### src/rtl/denise_pkg.sv
// Shared Denise definitions: register word addresses, CLXCON field positions
// and the small match helpers used by the collision detector.
package denise_pkg;

    localparam logic [8:0] CLXCON = 9'h098;
    localparam logic [8:0] CLXDAT = 9'h00E;

    localparam int MVBP_LSB = 0;
    localparam int ENBP_LSB = 6;
    localparam int ENSP_LSB = 12;

    // A disabled plane always matches; an enabled one must equal its match value.
    function automatic logic [6:1] plane_match(input logic [6:1] bpl,
                                               input logic [6:1] enbp,
                                               input logic [6:1] mvbp);
        return ~enbp | ~(bpl ^ mvbp);
    endfunction

    // Group g is the even sprite 2g, plus the odd sprite 2g+1 when ENSP enables it.
    function automatic logic [3:0] sprite_groups(input logic [7:0] nsprite,
                                                 input logic [3:0] ensp);
        logic [3:0] grp;
        grp = 4'h0;
        for (int g = 0; g < 4; g++) begin
            grp[g] = nsprite[2*g] | (ensp[g] & nsprite[2*g+1]);
        end
        return grp;
    endfunction

endpackage

### src/rtl/denise_clxdet.sv
// Denise collision detector: CLXCON-programmed plane/sprite match with a
// read-to-clear CLXDAT accumulator driving the wired-OR register read bus.
module denise_clxdet
    import denise_pkg::*;
(
    input  logic        clk,
    input  logic        reset,
    input  logic        clk7_en,
    input  logic [8:1]  reg_address_in,
    input  logic [15:0] data_in,
    output logic [15:0] data_out,
    input  logic        dblpf,
    input  logic [6:1]  bpldata,
    input  logic [7:0]  nsprite
);

    logic [15:0] clxcon_q, clxcon_d;
    logic [14:0] clxdat_q, clxdat_d;
    logic        con_sel_s, dat_sel_s;
    logic [6:1]  bm_s;
    logic        even_s, odd_s;
    logic [3:0]  grp_s;
    logic [14:0] cl_s;

    // Address decode and per-pixel collision vector.
    always_comb begin
        con_sel_s = (reg_address_in == CLXCON[8:1]);
        dat_sel_s = (reg_address_in == CLXDAT[8:1]);
        bm_s      = plane_match(bpldata, clxcon_q[ENBP_LSB +: 6], clxcon_q[MVBP_LSB +: 6]);
        even_s    = bm_s[2] & bm_s[4] & bm_s[6];
        // Outside dual-playfield the odd group only counts when the even planes match too.
        odd_s     = bm_s[1] & bm_s[3] & bm_s[5] & (dblpf | even_s);
        grp_s     = sprite_groups(nsprite, clxcon_q[ENSP_LSB +: 4]);
        cl_s      = 15'h0000;
        cl_s[0]   = even_s & odd_s;
        cl_s[4:1] = {4{odd_s}} & grp_s;
        cl_s[8:5] = {4{even_s}} & grp_s;
        cl_s[9]   = grp_s[0] & grp_s[1];
        cl_s[10]  = grp_s[0] & grp_s[2];
        cl_s[11]  = grp_s[0] & grp_s[3];
        cl_s[12]  = grp_s[1] & grp_s[2];
        cl_s[13]  = grp_s[1] & grp_s[3];
        cl_s[14]  = grp_s[2] & grp_s[3];
    end

    // Next-state: a CLXDAT read wins over any collision seen in the same slot.
    always_comb begin
        clxcon_d = clxcon_q;
        clxdat_d = clxdat_q;
        if (con_sel_s) begin
            clxcon_d = data_in;
        end else begin
            clxcon_d = clxcon_q;
        end
        if (dat_sel_s) begin
            clxdat_d = 15'h0000;
        end else begin
            clxdat_d = clxdat_q | cl_s;
        end
    end

    // State registers advance only on 7 MHz enable slots.
    always_ff @(posedge clk) begin
        if (clk7_en) begin
            if (reset) begin
                clxcon_q <= 16'h0000;
                clxdat_q <= 15'h0000;
            end else begin
                clxcon_q <= clxcon_d;
                clxdat_q <= clxdat_d;
            end
        end
    end

    // Read bus shows the pre-clear value with bit 15 always set.
    always_comb begin
        if (dat_sel_s) begin
            data_out = {1'b1, clxdat_q};
        end else begin
            data_out = 16'h0000;
        end
    end

endmodule

### config.mk
export PLATFORM = sky130hd
export DESIGN_NAME = denise_clxdet
export DESIGN_NICKNAME = d
export VERILOG_FILES = /design/src/rtl/denise_pkg.sv /design/src/rtl/denise_clxdet.sv
export SDC_FILE = /design/constraint.sdc
export NUM_CORES = 1
export LEC_CHECK = 0
export CORE_ASPECT_RATIO = 1.2
export CORE_MARGIN = 1
export CORE_UTILIZATION = 48
export CTS_BUF_LIST = sky130_fd_sc_hd__clkbuf_8
export DETAILED_ROUTE_END_ITERATION = 12
export PLACE_DENSITY = 0.87
export SETUP_SLACK_MARGIN = 0.2
export SLEW_MARGIN = 0
export SYNTH_ARGS = -nofsm -noshare
export SYNTH_HDL_FRONTEND = slang
export SYNTH_SLANG_ARGS = --single-unit
### constraint.sdc
create_clock -name clk -period 5.8 [get_ports clk]
set_clock_uncertainty 0.05 [all_clocks]
set_input_delay 1.74 -clock clk [delete_from_list [all_inputs] [get_ports clk]]
set_output_delay 1.74 -clock clk [all_outputs]
set_load 0.01 [all_outputs]
==> flow_summary.json <==
{
  "hp-class": "flip-flop to flip-flop",
  "clockPowerShare_pct": 32.2,
  "grt_start_max_net_pins": 20,
  "path_class": "primary input to output port",
  "drive_above_1_share_pct": 6.56,
  "finalSetupViolCount": 0,
  "crit_top_cell": "clkdlybuf4s50_1",
  "ys.flop_type": "edfxtp_1",
  "cts_sinks": 31,
  "antenna_found_initial": 0,
  "ant_nets": 0,
  "grt_use_total_pct": 21.5,
  "clk_latency_ps": 280,
  "worstPathArrival_ps": 3650,
  "postPlaceCellArea_sq_mm": 0.00206,
  "max_stage_delay_ps": 530,
  "die_x_um": 52.6,
  "swShare_pct": 22.8,
  "crit_required_ps": 4010,
  "hold_viol": 0,
  "design_area_sq_mm": 0.00215,
  "fmax_mhz": 184,
  "tns_ps": 0,
  "root_buffer": "clkbuf_8",
  "crit_path_end_kind": "output port",
  "synth_edf_count": 31,
  "synth.largest_area_cell": "edfxtp_1",
  "ys_warn_count": 0,
  "path_cells": "clkdlybuf4s50_1 > nor4b_2 > and4_2 > and2_1 > clkdlybuf4s50_1",
  "period_minus_slack_ps": 5440,
  "routed_via_density": 5.22,
  "cts_max_level": 2,
  "gp_congestion": 0.816,
  "io_pins": 58,
  "synth_common_cells": "edfxtp_1 (31), nor2b_1 (17), and2_1 (15), nor2_1 (13), a21oi_1 (11)",
  "p_seq_share_pct": 54.2,
  "pwr-share-comb_pct": 13.6,
  "async_flop_share_pct": 0,
  "synth_area_leaders": "edfxtp_1 (63%), nor2b_1 (7.2%), and2_1 (6.4%), a21oi_1 (3.7%), xor2_1 (3.6%)",
  "ys_seq_elements": 31,
  "cp_slowest_cell": "clkdlybuf4s50_1",
  "fp.dieArea_sq_mm": 0.00330,
  "tightest_slew_ps": 839,
  "grt_pass1_wl_mm": 5.00,
  "grt.overflow.total": 0,
  "ir_drop_uv": 214,
  "antenna_cells": 0,
  "drtIter0Drc": 50,
  "area_delta_synth_final_pct": 46.2,
  "p_per_area_mw_per_mm2": 234,
  "power.static_leakage_nw": 0.762,
  "power.switching_mw": 0.115,
  "yosysUniqueCellTypes": 18,
  "fp-row-count": 21,
  "fillers": 197,
  "internal-power_mw": 0.389,
  "slew_headroom_pct": 44.1,
  "num-nets-final": 224,
  "synth_top_area_share_pct": 63.2,
  "wl_mm": 3.09,
  "syn_area_sq_mm": 0.00147,
  "ys_seq_area_share_pct": 63.2,
  "worst_setup_hold_path_clk_slew_ps": 60,
  "start_kind": "primary input",
  "whs_ps": 504,
  "path_max_fanout": 17,
  "vias": 1133,
  "cts_tree": "built",
  "hpwl_mm": 2.43,
  "slew_violations": 0,
  "clk_path_buf_depth": 2,
  "drc": 0,
  "coreArea_sq_mm": 0.00286,
  "finish.utilization_pct": 75.2,
  "synthMostInstantiatedCell": "edfxtp_1",
  "dr.pass1.iters": 4,
  "ctsHoldBuffers": 0,
  "rsz0062_at_grt": "no",
  "start_util_pct": 51.5,
  "die_h_um": 62.7,
  "drv_cap": 0,
  "grt_pass1_vias": 1105,
  "synth_area_per_cell_sq_um": 12.0,
  "syn_inst": 123,
  "syn-num-nets": 165,
  "cts_buffers": 5,
  "port_buffers": 57,
  "post_drt_wl_per_cell_um": 14.2,
  "outcome": "finished clean",
  "fin_crit_sh_pct": 93.8
}
-- critical path: cells and delay by family --
kind,cells,cell delay (ps)
buffers and inverters,2,950
AND/OR/NAND/NOR,3,950
-- state kept, by name, summed over array words and instances, names as in the netlist --
signal,flops
clxdat_q,15
clxcon_q,16
-- logic make-up after synthesis --
kind of cell              Yosys count  share of synthesized area, %
AOI/OAI and AO/OA                  24                          10.3
xor gates and xnor gates            6                          3.57
buffers and inverters               6                          2.04
DFF                                31                          63.2
and+or+nand+nor                    56                          21.0
-- cell usage in the layout (no fill, tap or decap) --
cell	count
clkbuf_8	5
xor2_1	6
or2_1	1
clkinvlp_4	2
nand2_1	8
a21oi_1	11
a222oi_1	2
and4_2	1
nor4b_2	1
o21ai_1	4
o21ai_2	1
clkinv_2	1
and2_1	15
nor2_1	13
edfxtp_1	31
buf_4	1
a41oi_1	2
a21o_1	4
nor2b_1	17
clkdlybuf4s50_1	57
-- metal layers --
metal	part of all wire (%)	track usage (%)	vias up	routed length, um
met3	6.1	4.62	7	189
met1	38	24.1	517	1180
met2	54	36.4	58	1660
met4	2.0	12.2	0	63
li1	-	-	551	-
met5	0	0	-	0
-- repair_timing --
| action | 4_1_cts | 5_1_grt |
|---|---|---|
| endpoints found under the setup margin | 0 | 15 |
| setup buffers | 0 | 0 |
| resized for setup | 0 | 1 |
-- cell type report --
type | instances | area (sq um) | share of cell area (%)
tap | 34 | 42.5 | 1.97
timing repair buffer | 58 | 578 | 26.8
multi-input combinational | 86 | 514 | 23.9
clock buffer | 5 | 68.8 | 3.19
clock inverter | 3 | 20.0 | 0.929
sequential | 31 | 931 | 43.2
-- through the flow --
stage               power, mW  std cells  setup slack [ps]
floorplan               0.305        123              1300
global placement        0.342        209               335
detailed placement      0.346        209               248
CTS                     0.507        217               237
global route            0.525        217               258
finish                  0.503        217               359
-- final timing paths --
check	startpoint	to	cells past startpoint	slack [ps]
worst max-delay path	reg_address_in[6]	data_out[4]	5	360
worst min-delay path	clxdat_q[3]	clxdat_q[3]	2	500
worst max register to register	clxcon_q[3]	clxdat_q[2]	4	3920
worst min register to register	clxdat_q[3]	clxdat_q[3]	2	500
-- power groups by stage --
stage	Combinational (mW)	Clock (mW)	Sequential [mW]
floorplan	0.0297	0	0.275
global route	0.0748	0.175	0.274
CTS	0.0688	0.165	0.273
detailed placement	0.0686	0	0.278
finish	0.0682	0.162	0.273
global placement	0.0649	0	0.277
Power figures use the tool's default switching activity.
